$ cat config.mk
export PLATFORM = sky130hd
export DESIGN_NAME = led_seq_ctrl_flat
export DESIGN_NICKNAME = d
export VERILOG_FILES = /design/src/rtl/led_seq_pkg.sv /design/src/rtl/led_seq_ctrl_if.sv /design/src/rtl/led_tick_gen.sv /design/src/rtl/led_seq_ctrl.sv /design/src/flat_wrapper.sv
export SDC_FILE = /design/constraint.sdc
export NUM_CORES = 1
export LEC_CHECK = 0
export CAP_MARGIN = 20
export CORE_ASPECT_RATIO = 0.8
export CORE_UTILIZATION = 49
export CTS_CLUSTER_DIAMETER = 80
export DETAILED_ROUTE_END_ITERATION = 6
export DONT_BUFFER_PORTS = 1
export GPL_TIMING_DRIVEN = 0
export PLACE_DENSITY = 0.61
export SLEW_MARGIN = 20
export SYNTH_ARGS = -nofsm -noshare
export SYNTH_HDL_FRONTEND = slang
export SYNTH_HIERARCHICAL = 1
export SYNTH_SLANG_ARGS = --single-unit
$ cat constraint.sdc
create_clock -name clock -period 4.1 [get_ports clock]
set_clock_uncertainty 0.2 [all_clocks]
set_input_delay 0.205 -clock clock [delete_from_list [all_inputs] [get_ports clock]]
set_output_delay 0.205 -clock clock [all_outputs]
set_load 0.05 [all_outputs]
$ cat src/rtl/led_seq_pkg.sv
// Shared command codes, state encoding and decode helpers for the LED sequencer controller.
package led_seq_pkg;

  localparam logic [7:0] CMD_RUN       = 8'h52;
  localparam logic [7:0] CMD_PAUSE     = 8'h50;
  localparam logic [7:0] CMD_STEP      = 8'h53;
  localparam logic [7:0] CMD_DIR       = 8'h44;
  localparam logic [7:0] CMD_RATE_BASE = 8'h30;
  localparam logic [7:0] CMD_STATUS    = 8'h3F;

  localparam logic [3:0] STATUS_TAG = 4'hA;

  typedef enum logic {
    ST_RUN   = 1'b0,
    ST_PAUSE = 1'b1
  } state_t;

  typedef enum logic [2:0] {
    OP_RUN,
    OP_PAUSE,
    OP_STEP,
    OP_DIR,
    OP_RATE,
    OP_STATUS,
    OP_BAD
  } op_t;

  // Rate commands occupy 0x30..0x33: everything above bit 1 must match the base.
  function automatic op_t decode_cmd(input logic [7:0] cmd);
    op_t op;
    case (cmd)
      CMD_RUN:    op = OP_RUN;
      CMD_PAUSE:  op = OP_PAUSE;
      CMD_STEP:   op = OP_STEP;
      CMD_DIR:    op = OP_DIR;
      CMD_STATUS: op = OP_STATUS;
      default:    op = (cmd[7:2] == CMD_RATE_BASE[7:2]) ? OP_RATE : OP_BAD;
    endcase
    return op;
  endfunction

  function automatic logic [7:0] status_byte(input state_t st, input logic dir,
                                             input logic [1:0] rate);
    return {STATUS_TAG, (st == ST_RUN), dir, rate};
  endfunction

endpackage

$ cat src/rtl/led_seq_ctrl_if.sv
// UART byte-stream handshake between the controller and the UART RX/TX blocks.
interface led_seq_ctrl_if #(
    parameter int unsigned NB_DATA = 8
);
    logic [NB_DATA-1:0] i_rx_data;
    logic               i_rx_valid;
    logic               o_rx_ready;
    logic [NB_DATA-1:0] o_tx_data;
    logic               o_tx_valid;
    logic               i_tx_ready;

    modport slave (
        input  i_rx_data, i_rx_valid, i_tx_ready,
        output o_rx_ready, o_tx_data, o_tx_valid
    );

    modport master (
        output i_rx_data, i_rx_valid, i_tx_ready,
        input  o_rx_ready, o_tx_data, o_tx_valid
    );
endinterface

$ cat src/rtl/led_tick_gen.sv
// Prescaler: counts while enabled and flags the terminal count, wrapping to zero there.
module led_tick_gen #(
    parameter int unsigned NB_COUNTER = 27
) (
    input  logic                  clock,
    input  logic                  i_reset_n,
    input  logic                  i_enable,
    input  logic                  i_clear,
    input  logic [NB_COUNTER-1:0] i_limit,
    output logic                  o_tick
);

    logic [NB_COUNTER-1:0] r_count;
    logic                  w_terminal;

    // >= rather than == so a shrinking limit can never strand the counter above it.
    assign w_terminal = (r_count >= i_limit);
    assign o_tick     = i_enable && w_terminal;

    always_ff @(posedge clock or negedge i_reset_n) begin
        if (!i_reset_n) begin
            r_count <= '0;
        end else if (i_clear) begin
            r_count <= '0;
        end else if (i_enable) begin
            r_count <= w_terminal ? '0 : r_count + NB_COUNTER'(1);
        end
    end

endmodule

$ cat src/rtl/led_seq_ctrl.sv
// LED sequencer controller: decodes UART command bytes, paces the shift strobe and
// answers status queries.
module led_seq_ctrl
    import led_seq_pkg::*;
#(
    parameter int unsigned NB_DATA    = 8,
    parameter int unsigned NB_COUNTER = 27,
    parameter int unsigned LIMIT_0    = 99_999_999,
    parameter int unsigned LIMIT_1    = 49_999_999,
    parameter int unsigned LIMIT_2    = 24_999_999,
    parameter int unsigned LIMIT_3    = 12_499_999
) (
    input  logic                 clock,
    input  logic                 i_reset_n,
    led_seq_ctrl_if.slave        u_uart,
    output logic                 o_valid,
    output logic                 o_sw,
    output logic                 o_err
);

    state_t                r_state;
    logic [1:0]            r_rate;
    logic                  r_dir;
    logic                  r_valid;
    logic                  r_sw;
    logic                  r_err;
    logic                  r_tx_valid;
    logic [NB_DATA-1:0]    r_tx_data;

    logic [7:0]            w_byte;
    op_t                   w_op;
    logic                  w_accept;
    logic                  w_tick;
    logic                  w_step;
    logic                  w_rate_clear;
    logic [NB_COUNTER-1:0] w_limit;

    assign w_byte       = 8'(u_uart.i_rx_data);
    assign w_op         = decode_cmd(w_byte);
    // A pending reply blocks intake so the status byte cannot be overwritten.
    assign w_accept     = u_uart.i_rx_valid && !r_tx_valid;
    assign w_step       = w_accept && (w_op == OP_STEP) && (r_state == ST_PAUSE);
    assign w_rate_clear = w_accept && (w_op == OP_RATE);

    always_comb begin
        w_limit = NB_COUNTER'(LIMIT_0);
        case (r_rate)
            2'd1:    w_limit = NB_COUNTER'(LIMIT_1);
            2'd2:    w_limit = NB_COUNTER'(LIMIT_2);
            2'd3:    w_limit = NB_COUNTER'(LIMIT_3);
            default: w_limit = NB_COUNTER'(LIMIT_0);
        endcase
    end

    led_tick_gen #(
        .NB_COUNTER(NB_COUNTER)
    ) u_tick_gen (
        .clock    (clock),
        .i_reset_n(i_reset_n),
        .i_enable (r_state == ST_RUN),
        .i_clear  (w_rate_clear),
        .i_limit  (w_limit),
        .o_tick   (w_tick)
    );

    always_ff @(posedge clock or negedge i_reset_n) begin
        if (!i_reset_n) begin
            r_state    <= ST_RUN;
            r_rate     <= '0;
            r_dir      <= 1'b0;
            r_valid    <= 1'b0;
            r_sw       <= 1'b0;
            r_err      <= 1'b0;
            r_tx_valid <= 1'b0;
            r_tx_data  <= '0;
        end else begin
            // Tick uses the pre-command state, so a pause on terminal count still strobes.
            r_valid <= w_tick || w_step;
            r_err   <= w_accept && (w_op == OP_BAD);

            if (r_tx_valid && u_uart.i_tx_ready) begin
                r_tx_valid <= 1'b0;
            end

            if (w_accept) begin
                case (w_op)
                    OP_RUN:   r_state <= ST_RUN;
                    OP_PAUSE: r_state <= ST_PAUSE;
                    OP_DIR: begin
                        r_dir <= ~r_dir;
                        r_sw  <= ~r_dir;
                    end
                    OP_RATE:  r_rate <= w_byte[1:0];
                    OP_STATUS: begin
                        r_tx_valid <= 1'b1;
                        r_tx_data  <= NB_DATA'(status_byte(r_state, r_dir, r_rate));
                    end
                    default: ;
                endcase
            end
        end
    end

    assign o_valid           = r_valid;
    assign o_sw              = r_sw;
    assign o_err             = r_err;
    assign u_uart.o_rx_ready = !r_tx_valid;
    assign u_uart.o_tx_valid = r_tx_valid;
    assign u_uart.o_tx_data  = r_tx_data;

endmodule

$ cat src/flat_wrapper.sv
// flat-port wrapper written by rule: the top's interface ports become plain ports
module led_seq_ctrl_flat import led_seq_pkg::*;
#(
    parameter int unsigned NB_DATA    = 8,
    parameter int unsigned NB_COUNTER = 27,
    parameter int unsigned LIMIT_0    = 99_999_999,
    parameter int unsigned LIMIT_1    = 49_999_999,
    parameter int unsigned LIMIT_2    = 24_999_999,
    parameter int unsigned LIMIT_3    = 12_499_999
)
  (clock, i_reset_n, o_valid, o_sw, o_err, u_uart_i_rx_data, u_uart_i_rx_valid, u_uart_i_tx_ready, u_uart_o_rx_ready, u_uart_o_tx_data, u_uart_o_tx_valid);
  led_seq_ctrl_if #(.NB_DATA(NB_DATA)) u_uart_i ();
  input  logic clock;
  input  logic i_reset_n;
  output logic o_valid;
  output logic o_sw;
  output logic o_err;
  input wire logic [$bits(u_uart_i.i_rx_data)-1:0] u_uart_i_rx_data;
  input wire logic [$bits(u_uart_i.i_rx_valid)-1:0] u_uart_i_rx_valid;
  input wire logic [$bits(u_uart_i.i_tx_ready)-1:0] u_uart_i_tx_ready;
  output wire logic [$bits(u_uart_i.o_rx_ready)-1:0] u_uart_o_rx_ready;
  output wire logic [$bits(u_uart_i.o_tx_data)-1:0] u_uart_o_tx_data;
  output wire logic [$bits(u_uart_i.o_tx_valid)-1:0] u_uart_o_tx_valid;
  assign u_uart_i.i_rx_data = u_uart_i_rx_data;
  assign u_uart_i.i_rx_valid = u_uart_i_rx_valid;
  assign u_uart_i.i_tx_ready = u_uart_i_tx_ready;
  assign u_uart_o_rx_ready = u_uart_i.o_rx_ready;
  assign u_uart_o_tx_data = u_uart_i.o_tx_data;
  assign u_uart_o_tx_valid = u_uart_i.o_tx_valid;
  led_seq_ctrl #(.NB_DATA(NB_DATA), .NB_COUNTER(NB_COUNTER), .LIMIT_0(LIMIT_0), .LIMIT_1(LIMIT_1), .LIMIT_2(LIMIT_2), .LIMIT_3(LIMIT_3)) u_core (.clock(clock), .i_reset_n(i_reset_n), .u_uart(u_uart_i), .o_valid(o_valid), .o_sw(o_sw), .o_err(o_err));
endmodule
==> impl_metrics.py <==
metrics = {
    "worst_hold_path": {
        "worstHoldStart": "u_uart_i_rx_data[5]",
        "min_delay_worst_endpoint": "u_core/r_state$_DFFE_PN0P_",
        "hp-class": "in -> reg",
        "hold_depth": 4,
    },
    "yosys": {
        "yosys.area_share.adder_pct": 11.1,
        "synth-main-ff-cell": "dfrtp_1",
        "synth_edf_count": 0,
        "syn_inst": 388,
        "synth.distinct_cells": 51,
        "synth_top_family_by_area": "simple AND/OR/NAND/NOR gates",
        "ys_ff_latch": 39,
        "synth_xor_area_share_pct": 0.554,
        "synth_area_um2": 3160,
        "synth-simple-area-share_pct": 28.0,
        "seq_area_frac_synth_pct": 30.8,
        "synth.area.mux_share_pct": 3.12,
        "yosys_warnings": 6,
        "syn_area_per_cell_um2": 8.16,
        "async_flop_share_pct": 100,
        "synth-compound-area-share_pct": 18.2,
    },
    "cts": {
        "clock_latency_ps": 290,
        "ctsHtreeMaxLevel": 2,
        "ctsLongestPathBuffers": 2,
        "clock-sinks": 39,
        "numCtsBuffers": 5,
        "cts_root_buf": "clkbuf_8",
        "path_clk_slew_ps": 70,
        "cts_tree": "built",
    },
    "worst_setup_path": {
        "reg2reg_from": "u_core/r_rate[1]$_DFFE_PN0P_",
        "r2r_slack_ps": 200,
        "setup.worst_path.start_class": "flop",
        "ff2ff_path_depth": 13,
        "cp-end-kind": "flop",
        "worst_ep_arrival_time_ps": 3880,
        "crit_type": "reg -> reg",
        "worst-path-max-fanout": 10,
        "r2r-end": "u_core/u_tick_gen/r_count[21]$_DFFE_PN0P_",
        "cp.required_ps": 4080,
    },
    "cells_and_area": {
        "antenna_cells": 0,
        "stdcell_count": 492,
        "syn_to_final_growth_pct": 9.53,
        "layout_commonest_cell": "nand2_1",
        "finalInstanceArea_um2": 3470,
        "final_nets": 452,
        "fillerInstances": 582,
        "drive_above_1_share_pct": 7.54,
        "layout_common_cells": "44 x nand2_1, 43 x inv_1, 39 x dfrtp_1, 28 x ha_1, 24 x a21oi_1",
    },
    "floorplanning": {
        "die_y_um": 73.9,
        "dieArea_um2": 6790,
        "num_rows": 25,
        "dieWidth_um": 91.8,
        "start_util_pct": 52.1,
        "ios": 25,
        "core-area_um2": 6070,
    },
    "grt": {
        "antenna_found_initial": 0,
        "grt_pass1_vias": 2686,
        "grt_overflow": 0,
        "grt_pass1_wl_mm": 13.7,
        "grt_use_total_pct": 26.7,
        "grt_start_max_net_pins": 40,
    },
    "placement": {
        "place.gp.congestion": 0.869,
        "postPlaceCellArea_um2": 3300,
        "dp_cells": 479,
        "place_hpwl_mm": 6.09,
        "portBuffers": 0,
    },
    "timing": {
        "setup_viol": 0,
        "hold_viol": 0,
        "grt_setup_unrepaired": "no",
        "fmax_mhz": 256,
        "post-route-period-util_pct": 95.1,
        "drv_slew": 0,
        "maxSlewHeadroom_pct": 41.1,
        "fin_crit_ps": 3900,
        "worst_slew_pin_slew_ps": 876,
    },
    "drt": {
        "wl_per_cell_um": 17.3,
        "met2WireLength_mm": 3.63,
        "drtPass1Iterations": 5,
        "wl_met3_um": 662,
        "drc": 0,
        "wirelength_mm": 8.53,
        "vias_per_cell": 5.92,
        "wl_met1_mm": 4.14,
        "ant_nets": 0,
        "maxUsedRoutingLayer": "met4",
        "drtIter0Drc": 247,
        "vias": 2912,
    },
    "power_and_ir_drop": {
        "p_leak_nw": 1.68,
        "power_density_nw_per_um2": 483,
        "ir_drop_uv": 257,
        "p_total_mw": 1.68,
    },
    "status": {
        "run_status": "finished clean",
    },
    "flow_run": {
        "max-cap-violations": 0,
    },
}
==> cell usage after synthesis, types with 5 or more instances <==
library cell | n | share of area, %
inv_1 | 43 | 5.1
nand3_1 | 12 | 1.9
or4_1 | 11 | 2.6
o21ai_0 | 13 | 2.1
ha_1 | 28 | 11
mux2_2 | 7 | 2.5
nand3b_1 | 7 | 1.7
or2_2 | 5 | 0.99
nand2b_1 | 12 | 2.4
o31ai_1 | 6 | 1.4
nand4_1 | 11 | 2.2
nor3_1 | 8 | 1.3
a211o_1 | 17 | 4.7
a21oi_1 | 24 | 3.8
or3_1 | 10 | 2.0
clkbuf_1 | 15 | 1.8
dfrtp_1 | 39 | 31
nand2_1 | 44 | 5.2
nor2_1 | 21 | 2.5
==> logic make-up after synthesis <==
group | after synthesis
muxes | 9
other | 2
buffers and inverters | 64
AOI/OAI and AO/OA | 83
adders and majority gates | 28
DFF | 39
xor gates and xnor gates | 2
and+or+nand+nor | 161
==> where the power goes <==
| part | internal [mW] | switching, mW |
|---|---|---|
| clock | 0.114 | 0.129 |
| combinational | 0.336 | 0.390 |
| sequential | 0.502 | 0.205 |
==> layout make-up <==
cell class	instances	area, um2	area share (%)
buffer	21	92.6	2.67
clock buffer	6	72.6	2.09
inverter	43	161	4.66
multi-input combinational	295	1980	57.2
sequential	39	976	28.2
tap	81	101	2.92
timing repair buffer	7	80.1	2.31
==> metal layers <==
layer | up-vias | track usage (%)
li1 | 1425 | -
met1 | 1363 | 39.3
met2 | 114 | 40.8
met3 | 10 | 4.35
met4 | 0 | 6.77
met5 | - | 0
==> how the worst max path moves through the flow <==
stage | startpoint | end | slack (ps) | cells past startpoint
final | u_core/r_rate[1]$_DFFE_PN0P_ | u_core/u_tick_gen/r_count[21]$_DFFE_PN0P_ | 200 | 13
after global routing | u_core/r_rate[1]$_DFFE_PN0P_ | u_core/u_tick_gen/r_count[21]$_DFFE_PN0P_ | 3 | 13
after CTS | u_core/u_uart.o_tx_valid$_DFF_PN0_ | u_core/u_tick_gen/r_count[18]$_DFFE_PN0P_ | 80 | 8
after detailed placement | u_core/r_rate[1]$_DFFE_PN0P_ | u_core/u_tick_gen/r_count[21]$_DFFE_PN0P_ | -20 | 12
after global placement | u_core/r_rate[1]$_DFFE_PN0P_ | u_core/u_tick_gen/r_count[21]$_DFFE_PN0P_ | -40 | 12
after floorplan | u_core/r_rate[0]$_DFFE_PN0P_ | u_core/u_tick_gen/r_count[21]$_DFFE_PN0P_ | 1200 | 12
==> sequential cells by signal (all words and copies together) (netlist names) <==
register,cells
u_core/r_rate,2
u_core/o_err,1
u_core/o_valid,1
u_core/u_tick_gen/r_count,27
u_core/r_state,1
u_core/u_uart.o_tx_data,5
u_core/o_sw,1
u_core/u_uart.o_tx_valid,1
==> critical path, cell delays in order (launching register included) <==
cell	delay [ps]
dfrtp_1	460
inv_1	170
nand2_1	130
inv_1	130
inv_1	60
ha_1	300
nand4_1	170
nor4_2	520
a222oi_1	170
nand2_1	210
clkbuf_1	440
clkbuf_1	500
a211oi_1	100
a211o_1	240
==> stage by stage <==
step                hold slack, ps  setup TNS [ps]  util [%]  setup slack, ps
floorplan                     -291               0         -             1200
CTS                           8.07               0      57.1             79.1
global placement              -290           -39.2      54.4            -39.2
detailed placement            -290           -23.9      54.4            -23.9
finish                        18.7               0      57.1              200
global route                  55.5               0      57.1             2.81
==> repair_timing <==
item | CTS | global route
setup endpoints to repair | 1 | 12
hold buffers | 7 | 0
endpoints found under the hold margin | 44 | 0
setup buffers | 0 | 0
gates resized for setup | 1 | 2
Note: power is estimated with default switching activity, not from simulation.
